**config.mk**
```make
export PLATFORM = sky130hd
export DESIGN_NAME = receive
export DESIGN_NICKNAME = d
export VERILOG_FILES = /design/src/rtl/receive.sv
export SDC_FILE = /design/constraint.sdc
export NUM_CORES = 1
export LEC_CHECK = 0
export CAP_MARGIN = 20
export CELL_PAD_IN_SITES_DETAIL_PLACEMENT = 0
export CELL_PAD_IN_SITES_GLOBAL_PLACEMENT = 1
export CORE_AREA = 2 2 69 71
export CTS_CLUSTER_DIAMETER = 60
export DETAILED_ROUTE_END_ITERATION = 10
export DIE_AREA = 0 0 71 73
export GPL_ROUTABILITY_DRIVEN = 0
export GPL_TIMING_DRIVEN = 0
export HOLD_SLACK_MARGIN = 0.02
export PLACE_DENSITY = 0.81
export RECOVER_POWER = 25
export SYNTH_ARGS = -nofsm -noshare
export SYNTH_HDL_FRONTEND = slang
export SYNTH_SLANG_ARGS = --single-unit
export TNS_END_PERCENT = 30
```
**constraint.sdc**
```tcl
create_clock -name Clk_100M -period 4.72 [get_ports Clk_100M]
set_input_delay 1.18 -clock Clk_100M [delete_from_list [all_inputs] [get_ports Clk_100M]]
set_output_delay 1.18 -clock Clk_100M [all_outputs]
set_load 0.05 [all_outputs]
```
**src/rtl/receive.sv**
```systemverilog
// 8N1 UART receiver: two-flop synchroniser, mid-bit sampling, one-cycle valid/frame_err strobes.
// Optional RECEIVE_MAJORITY_EN: 3-sample majority vote per sample point (needs CLKS_PER_BIT >= 8).
module receive #(
  parameter int unsigned CLKS_PER_BIT = 10000
) (
  input  logic       Clk_100M,
  input  logic       Reset,
  input  logic       UART_Rx,
  output logic [7:0] data,
  output logic       valid,
  output logic       frame_err,
  output logic       busy
);

  localparam logic [15:0] HALF_M1 = 16'(CLKS_PER_BIT / 2 - 1);
  localparam logic [15:0] BIT_M1  = 16'(CLKS_PER_BIT - 1);

  typedef enum logic [2:0] {IDLE, START, DATA, STOP, WAIT_HIGH} state_t;

  state_t      state;
  logic        rx_m;
  logic        rx_s;
  logic [15:0] cnt;
  logic [2:0]  idx;
  logic [7:0]  shreg;
  logic [15:0] target;
  logic        sample_tick;
  logic        sample_bit;
  logic [15:0] cnt_restart;

`ifdef RECEIVE_MAJORITY_EN
  logic s0;
  logic s1;

  // Decision lands one count late; restarting at 1 keeps later sample points on the original grid.
  always_comb begin
    target      = (state == START) ? HALF_M1 : BIT_M1;
    sample_tick = (cnt == target + 16'd1);
    sample_bit  = (s0 & s1) | (s0 & rx_s) | (s1 & rx_s);
    cnt_restart = 16'd1;
  end
`else
  always_comb begin
    target      = (state == START) ? HALF_M1 : BIT_M1;
    sample_tick = (cnt == target);
    sample_bit  = rx_s;
    cnt_restart = '0;
  end
`endif

  always_ff @(posedge Clk_100M) begin
    if (Reset) begin
      rx_m      <= 1'b1;
      rx_s      <= 1'b1;
      state     <= IDLE;
      cnt       <= '0;
      idx       <= '0;
      shreg     <= '0;
      data      <= '0;
      valid     <= 1'b0;
      frame_err <= 1'b0;
      busy      <= 1'b0;
`ifdef RECEIVE_MAJORITY_EN
      s0        <= 1'b1;
      s1        <= 1'b1;
`endif
    end else begin
      rx_m      <= UART_Rx;
      rx_s      <= rx_m;
      valid     <= 1'b0;
      frame_err <= 1'b0;
`ifdef RECEIVE_MAJORITY_EN
      if (cnt == target - 16'd1) s0 <= rx_s;
      if (cnt == target)         s1 <= rx_s;
`endif
      unique case (state)
        IDLE: begin
          cnt <= '0;
          idx <= '0;
          if (!rx_s) begin
            state <= START;
            busy  <= 1'b1;
          end
        end
        START: begin
          if (sample_tick) begin
            if (!sample_bit) begin
              state <= DATA;
              cnt   <= cnt_restart;
            end else begin
              state <= IDLE;
              busy  <= 1'b0;
              cnt   <= '0;
            end
          end else begin
            cnt <= cnt + 16'd1;
          end
        end
        DATA: begin
          if (sample_tick) begin
            shreg[idx] <= sample_bit;
            cnt        <= cnt_restart;
            if (idx == 3'd7) begin
              state <= STOP;
              idx   <= '0;
            end else begin
              idx <= idx + 3'd1;
            end
          end else begin
            cnt <= cnt + 16'd1;
          end
        end
        STOP: begin
          if (sample_tick) begin
            cnt <= '0;
            if (sample_bit) begin
              data  <= shreg;
              valid <= 1'b1;
              state <= IDLE;
              busy  <= 1'b0;
            end else begin
              frame_err <= 1'b1;
              state     <= WAIT_HIGH;
            end
          end else begin
            cnt <= cnt + 16'd1;
          end
        end
        WAIT_HIGH: begin
          cnt <= '0;
          if (rx_s) begin
            state <= IDLE;
            busy  <= 1'b0;
          end
        end
        default: begin
          state <= IDLE;
          busy  <= 1'b0;
        end
      endcase
    end
  end

endmodule

```
# Yosys cells after proc, flatten, opt, wreduce, memory -nomap -nowiden
# Index checks and enable logic that the tools add are counted.
dict set report classes {
  eq_ne 13
  order_cmp 2
  n_addsub 2
  n_bitwise 3
  mux 24
  n_reduce_logical 13
}
# op count
set ops {}
lappend ops {{case mux 16 bit (2 select lines)} 1}
lappend ops {{two-way mux 3 bit} 9}
lappend ops {{adder 16 x 1 -> 16 bit (second input constant)} 1}
lappend ops {{equality test 16 x 14 -> 1 bit} 1}
lappend ops {{two-way mux 16 bit} 1}
lappend ops {{case mux 3 bit (5 select lines)} 1}
lappend ops {{two-way mux 14 bit} 1}
lappend ops {{inequality test 2 bit (second input constant)} 6}
lappend ops {{bitwise mux 8 bit} 1}
lappend ops {{equality test 3 x 2 -> 1 bit (second input constant)} 2}
lappend ops {{equality test 3 bit (second input constant)} 2}
lappend ops {{two-way mux 1 bit} 6}
lappend ops {{case mux 3 bit (2 select lines)} 1}
lappend ops {{AND reduction 3 bit} 2}
lappend ops {{AND reduction 6 bit} 1}
lappend ops {{OR reduction 3 bit} 2}
lappend ops {{less-than comparator 3 x 4 -> 1 bit (second input constant)} 1}
lappend ops {{case mux 1 bit (4 select lines)} 1}
lappend ops {{AND reduction 2 bit} 2}
lappend ops {{nonzero test 2 bit} 2}
lappend ops {{OR reduction 2 bit} 2}
lappend ops {{adder 3 x 1 -> 3 bit (second input constant)} 1}
lappend ops {{demux 1 bit (select 3 bit)} 1}
lappend ops {{equality test 3 x 1 -> 1 bit (second input constant)} 1}
lappend ops {{6 further kinds} 8}
dict set report word_totals {
  input_bits 3
  elab_cells 67
  out_inout_bits 11
  register_bits 43
}

# Depth between registers and ports, before layout
# Gate-level depths: netlist of run 1.
dict set report logic_depth {
  depth_word 5
  ltp_mapped 6
  depth_no_buf 6
}

# Least setup slack after synthesis of run 1
# Ideal clock, no wire load.
dict set report synth_timing {
  path_type {input port to flip-flop}
  from {in Reset}
  to {reg data[0]}
  setup_ps 128
  stages 4
  arrival_time_ps 2007
  path_slack_ps 2585
  path_buffers 3
  required_time_ps 4592
  cell_sequence {clkbuf_1 clkbuf_1 clkbuf_1 nor2_1}
}
# element line_no
set synth_rtl {}
lappend synth_rtl {{start, declared} 7} ;# input logic Reset,
lappend synth_rtl {{end signal, assigned} 117} ;# data <= shreg;
lappend synth_rtl {{end, declared} 9} ;# output logic [7:0] data,
# No word-level cell between the ends.

# Worst setup path in the final report of run 1
dict set report layout_timing {
  from {reg state[0]}
  to {reg busy}
}
dict set report layout_via {
  elab_chain_cells 5
  elab_cells_between_ends 13
  cone_classes {eq/ne (7); mux (2); bitwise (1); reduce/logical (3)}
}
# element line_no
set layout_rtl {}
lappend layout_rtl {{start, declared} 20} ;# state_t state;
lappend layout_rtl {{start signal, assigned} 55} ;# state <= IDLE;
lappend layout_rtl {{start signal, assigned} 81} ;# state <= START;
lappend layout_rtl {{start signal, assigned} 88} ;# state <= DATA;
lappend layout_rtl {{equality test 3 x 1 -> 1 bit} {44, 76}}
lappend layout_rtl {{two-way mux 14 bit} 44} ;# target = (state == START) ? HALF_M1 : BIT_M1;
lappend layout_rtl {{equality test 16 x 14 -> 1 bit} 45} ;# sample_tick = (cnt == target);
lappend layout_rtl {{inequality test 2 x 1 -> 1 bit (no source line)} -}
lappend layout_rtl {{AND reduction 3 bit (no source line)} -}
lappend layout_rtl {{end signal, assigned} 62} ;# busy <= 1'b0;
lappend layout_rtl {{end signal, assigned} 82} ;# busy <= 1'b1;
lappend layout_rtl {{end signal, assigned} 92} ;# busy <= 1'b0;
lappend layout_rtl {{end, declared} 12} ;# output logic busy
# Several ways; a longest one is shown, not always the timed one.
# A chain may end at the register's enable or synchronous reset.

==> results of run 1 <==
## placed cells by master (no fill, tap or decap), types with 2 or more instances in the layout
cell type | Yosys | layout
o21ai_0 | 6 | 6
nand4_1 | 12 | 12
xnor2_1 | 4 | 4
o211ai_1 | 2 | 2
or3_1 | 2 | 2
inv_1 | 2 | 2
nand3_1 | 8 | 8
nor3_1 | 6 | 6
or4_1 | 1 | 2
mux2i_1 | 14 | 15
and4_1 | 4 | 4
nor2_1 | 31 | 31
clkdlybuf4s50_1 | 0 | 12
a31oi_1 | 3 | 3
clkbuf_1 | 8 | 9
nor4_1 | 5 | 6
nand2b_1 | 7 | 7
dfxtp_1 | 43 | 43
xor2_1 | 4 | 4
ha_1 | 3 | 3
clkbuf_8 | 0 | 6
and3_1 | 3 | 3
nand2_1 | 19 | 19
a21oi_1 | 12 | 12
and4bb_2 | 2 | 2
or2_2 | 4 | 4
## registers in the layout, summed over array words and instances (netlist names), 3 cells and up
signal  cells
data        8
cnt        16
idx         3
shreg       8
state       3
## power by group through the flow
| stage | sequential [mW] | combinational [mW] | clock [mW] |
|---|---|---|---|
| after floorplan | 0.376 | 0.0128 | 0 |
| after CTS | 0.367 | 0.0209 | 0.244 |
| after global placement | 0.375 | 0.0208 | 0 |
| final | 0.367 | 0.0198 | 0.236 |
| after global routing | 0.367 | 0.0221 | 0.257 |
| after detailed placement | 0.375 | 0.0208 | 0 |
## kinds of logic (layout without fill, tap and decap cells)
family                     count (synthesis)  after routing  synth area share
muxes                                     15             15            0.0748
xor gates and xnor gates                   8              8            0.0340
AOI/OAI and AO/OA                         33             33             0.105
buffers and inverters                     13             33            0.0268
DFF                                       43             43             0.418
and+or+nand+nor                          114            114             0.319
adders and majority gates                  4              4            0.0231
## worst max path at each step
| stage | from | cells after the start | end |
|---|---|---|---|
| finish | state[0] | 5 | busy |
| global route | state[0] | 5 | busy |
| CTS | Reset | 5 | data[0] |
| detailed placement | Reset | 5 | data[0] |
| global placement | Reset | 5 | data[6] |
| floorplan | Reset | 4 | data[0] |
## per-stage QoR
stage          cell area [um2]   util  cells  hold WS [ns]  setup slack [ns]
2_1_floorplan             2060      -    230         0.389              2.59
3_3_place_gp              2260  0.497    297         0.391              1.67
3_5_place_dp              2260  0.497    297         0.404              1.65
4_1_cts                   2340  0.517    304         0.424              1.96
5_1_grt                   2310  0.509    304         0.448              1.40
6_report                  2310  0.509    304         0.419              1.57
## worst max-delay path, delay by kind of cell, from the launching register on
kind / cells / cell delay (ns)
AO/OA/AOI/OAI: 1 / 0.34
flip-flops: 1 / 0.45
multiplexers: 1 / 0.27
AND/OR/NAND/NOR: 3 / 1.99
## layout make-up
class | count | area share
multi-input cells | 174 | 0.480
flip-flops and latches | 43 | 0.373
repair buffers | 13 | 0.0564
clock buffers | 6 | 0.0358
well taps | 54 | 0.0293
plain buffers | 11 | 0.0201
inverters | 2 | 0.00325
clock inverters | 1 | 0.00217
## per-layer routing
metal,track usage,vias to the layer above,share of wire
met5,0,-,0
met4,0.0629,0,0.0073
met3,0.0428,4,0.030
met2,0.252,24,0.44
met1,0.256,783,0.52
li1,-,876,-
==> flow_summary.ini, run 1 <==
[status]
outcome = finished, violations left
violations = capacitance limit, slew limit

[finish]
drive_gt1_frac = 0.0760
syn_to_final_growth_pct = 12.2
final-seq-area_um2 = 861
nFillCells = 450
n_antenna_cell = 0
nets = 256
multi_input_area_um2 = 1110

[clock_tree]
tritoncts = done
root_buffer = clkbuf_8
cts_buffer_depth = 2
holdBufCountCts = 0
clkTransAtPathRegs_ns = 0.08
cts_max_level = 2
cts_setup_buffers = 0
clk_latency_ns = 0.29
cts-resized-gates = 0
cts_sinks = 43
cts_buffers = 5

[synth]
ys_seq_elements = 43
synthTopCellsByCount = 43 x dfxtp_1, 31 x nor2_1, 19 x nand2_1
synth-async-reset-ratio = 0
synth-warning-count = 0
yosys.area.top_type_share = 0.418
synth_cell_type_count = 47
yosysSeqAreaShare = 0.418
synthesis.nets = 236
post_synth.cell_area_avg_um2 = 8.95
netlist.top_cell.by_area = dfxtp_1
netlist_top_cells_area = dfxtp_1 42%, mux2i_1 6.8%, nor2_1 5.7%
synthFlopType = dfxtp_1
netlist_area_um2 = 2060
synth_edf_count = 0
netlist_instances = 230
synth_most_common_cell = dfxtp_1

[routing]
vias = 1687
drc = 0
vias_per_cell = 5.55
drtIter0Drc = 75
wl_um = 4270
firstDrtPassIters = 5
ant_nets = 0
wl_per_cell_um = 14.1

[worst_setup_path]
r2r.worst_path.cells = 5
crit_type = reg -> reg
cp_cell_sequence = nor3b_1 -> mux2i_1 -> nor4_1 -> nand2_1 -> a32o_1
max_stage_delay_ns = 1.35
critPathCaptureType = register
startpoint_type = register
reg2reg_from = state[0]
r2r_slack_ns = 1.57
crit_arrival_ns = 3.34
critical-path-slowest-cell = nor4_1
r2r_end = busy
crit_fanout = 9
required_ns = 4.91

[timing]
setup_viol = 0
period_needed_ns = 3.15
setup-tns-final_ns = 0
max_freq_ghz = 0.317
finalHoldViolCount = 0
skew_ns = 0.00281
slew_viol_final = 10
rsz0062_at_grt = no
maxSlewHeadroom = -0.0804
post-route-period-util = 0.668
worst_pin_slew_ns = 1.61

[power_and_ir_drop]
vdd_drop_max_mv = 0.134
power_leakage_nw = 0.743
p_sw_mw = 0.135
p_seq_frac = 0.589
combinationalPowerShare = 0.032
power_mw = 0.623
intPower_mw = 0.487
power.density_nw_per_um2 = 270
p_sw_frac = 0.217
clkPwrFrac = 0.379

[die]
dieArea_um2 = 5180
coreArea_um2 = 4540
die_width_um = 71
start_util = 0.454
num_io_pins = 14
dieHeight_um = 73
row_count = 25

[global_routing]
grt_overflow = 0
antenna_found_initial = 0
grt_pass1_vias = 1504
grt_pass1_wl_um = 7310
grt.total_usage = 0.176
grt_max_degree = 13

[hold_path]
min_from = rx_m
hold_path_depth = 1
hold_path_end = rx_s
hp-class = reg -> reg

[placed_design]
portBuffers = 13
hpwl_um = 2970

[job]
cap_violations = 1
No activity file was read; power rests on OpenSTA's default activity.
==> inputs of run 2 (changes only) <==
--- a/config.mk
+++ b/config.mk
@@ -8,14 +8,14 @@
 export CAP_MARGIN = 20
 export CELL_PAD_IN_SITES_DETAIL_PLACEMENT = 0
 export CELL_PAD_IN_SITES_GLOBAL_PLACEMENT = 1
-export CORE_AREA = 2 2 69 71
+export CORE_AREA = 2 2 72 74
 export CTS_CLUSTER_DIAMETER = 60
 export DETAILED_ROUTE_END_ITERATION = 10
-export DIE_AREA = 0 0 71 73
+export DIE_AREA = 0 0 74 76
 export GPL_ROUTABILITY_DRIVEN = 0
 export GPL_TIMING_DRIVEN = 0
 export HOLD_SLACK_MARGIN = 0.02
-export PLACE_DENSITY = 0.81
+export PLACE_DENSITY = 0.75
 export RECOVER_POWER = 25
 export SYNTH_ARGS = -nofsm -noshare
 export SYNTH_HDL_FRONTEND = slang
==> constraint.sdc (replaced) <==
create_clock -name Clk_100M -period 3 [get_ports Clk_100M]
set_input_delay 0.75 -clock Clk_100M [delete_from_list [all_inputs] [get_ports Clk_100M]]
set_output_delay 0.75 -clock Clk_100M [all_outputs]
set_load 0.05 [all_outputs]
==> run 2 against run 1 <==
Non-clock buffer count unchanged. The flow now finishes without violations. Largest cell class unchanged. Combinational power up 62%. Fmax up 27%. Die area up 8.5%. Sequential cell count unchanged.
==> flow_summary.ini, run 2 (same netlist as run 1, synthesis figures left out) <==
[worst_setup_path]
crit_fanout = 9
cp_cell_sequence = nor3b_4 -> mux2i_1 -> nor4_2 -> nand2_1 -> a32o_1
cp-startpoint = state[0]
critPathCaptureType = register
max_stage_delay_ns = 0.90
r2r_end = busy
crit_cells = 5
crit_family = simple AND/OR/NAND/NOR gates
startpoint_type = register
critical-path-slowest-cell = nor4_2
endpoint = busy
crit_type = reg -> reg
r2r.worst_path.cells = 5
reg2reg_from = state[0]
required_ns = 3.19
r2r_slack_ns = 0.51
crit_arrival_ns = 2.68
crit_buf_inv = 0

[global_routing]
grt.total_usage = 0.173
antenna_found_initial = 0
grt_max_degree = 14
grt_pass1_vias = 1650
grt_overflow = 0
grt_pass1_wl_um = 7750

[timing]
rsz0062_at_grt = no
skew_ns = 0.00808
setup_viol = 0
period_needed_ns = 2.49
worst_pin_slew_ns = 0.989
setup_slack_ns = 0.508
post-route-period-util = 0.831
max_freq_ghz = 0.401
slew_viol_final = 0
maxSlewHeadroom = 0.335
finalHoldViolCount = 0
setup-tns-final_ns = 0

[clock_tree]
holdBufCountCts = 0
clk_latency_ns = 0.30
cts_buffer_depth = 2
clkTransAtPathRegs_ns = 0.08
cts_sinks = 43
cts-resized-gates = 0
root_buffer = clkbuf_8
cts_max_level = 2
cts_buffers = 5
tritoncts = done
cts_setup_buffers = 0

[finish]
final_common_cell = dfxtp_1
largest_reg_flops = 16
final_util = 0.478
nFillCells = 510
top_regs = cnt: 16 flops, data: 8 flops, shreg: 8 flops
multi_input_area_um2 = 1130
final_area_um2 = 2350
top_register = cnt
nets = 256
final_cell_mix = 43 x dfxtp_1, 31 x nor2_1, 19 x nand2_1
drive_gt1_frac = 0.0876
n_antenna_cell = 0
syn_to_final_growth_pct = 14.0
final-seq-area_um2 = 861
instances_no_fill = 321

[status]
outcome = completed

[hold_path]
min_from = rx_m
hp-class = reg -> reg
hold_path_depth = 1

[placed_design]
hpwl_um = 3110
portBuffers = 13
dp_slack_ns = 0.384
post_dp_cell_area_um2 = 2280
place_inst = 313

[die]
dieArea_um2 = 5620
row_count = 26
die_width_um = 74
start_util = 0.419
dieHeight_um = 76
coreArea_um2 = 4910
num_io_pins = 14

[routing]
vias_per_cell = 5.26
wl_per_cell_um = 13.6
ant_nets = 0
drtIter0Drc = 104
vias = 1687
firstDrtPassIters = 4
drc = 0
wl_um = 4370

[power_and_ir_drop]
power.density_nw_per_um2 = 414
power_leakage_nw = 0.742
vdd_drop_max_mv = 0.201

[job]
cap_violations = 0
[run 2: cell types whose count changed in the layout (fill, tap and decap cells not counted), sizes merged]
cell / before / now
clkinvlp: 0 / 1
[run 2: stage by stage]
step	hold WS [ns]	power, mW
2_1_floorplan	0.389	0.612
3_3_place_gp	0.391	0.624
3_5_place_dp	0.408	0.623
4_1_cts	0.428	0.983
5_1_grt	0.443	1.01
6_report	0.421	0.972
[run 2: worst min-delay path by stage]
| stage | to | slack (ns) |
|---|---|---|
| 2_1_floorplan | rx_s | 0.39 |
| 3_3_place_gp | rx_s | 0.39 |
| 3_5_place_dp | rx_s | 0.41 |
| 4_1_cts | rx_s | 0.43 |
| 5_1_grt | rx_s | 0.44 |
| 6_report | rx_s | 0.42 |
[run 2: routing by layer]
layer | vias up | share of wire | routed length [um] | track usage
li1 | 869 | - | - | -
met1 | 772 | 0.53 | 2300 | 0.258
met2 | 37 | 0.42 | 1820 | 0.241
met3 | 9 | 0.042 | 183 | 0.0370
met4 | 0 | 0.017 | 74 | 0.0673
met5 | - | 0 | 0 | 0
[run 2: final cells by class]
class,instances,share of cell area
sequential,43,0.367
multi-input combinational,174,0.481
inverter,2,0.00320
buffer,11,0.0197
tap,70,0.0373
timing repair buffer,13,0.0554
clock inverter,2,0.00533
clock buffer,6,0.0309
[run 2: where the power goes]
group          switching [mW]  total, mW  internal (mW)
Clock                   0.200      0.363          0.163
Combinational          0.0186     0.0320         0.0133
Sequential            0.00335      0.577          0.573
Total                   0.222      0.972          0.750
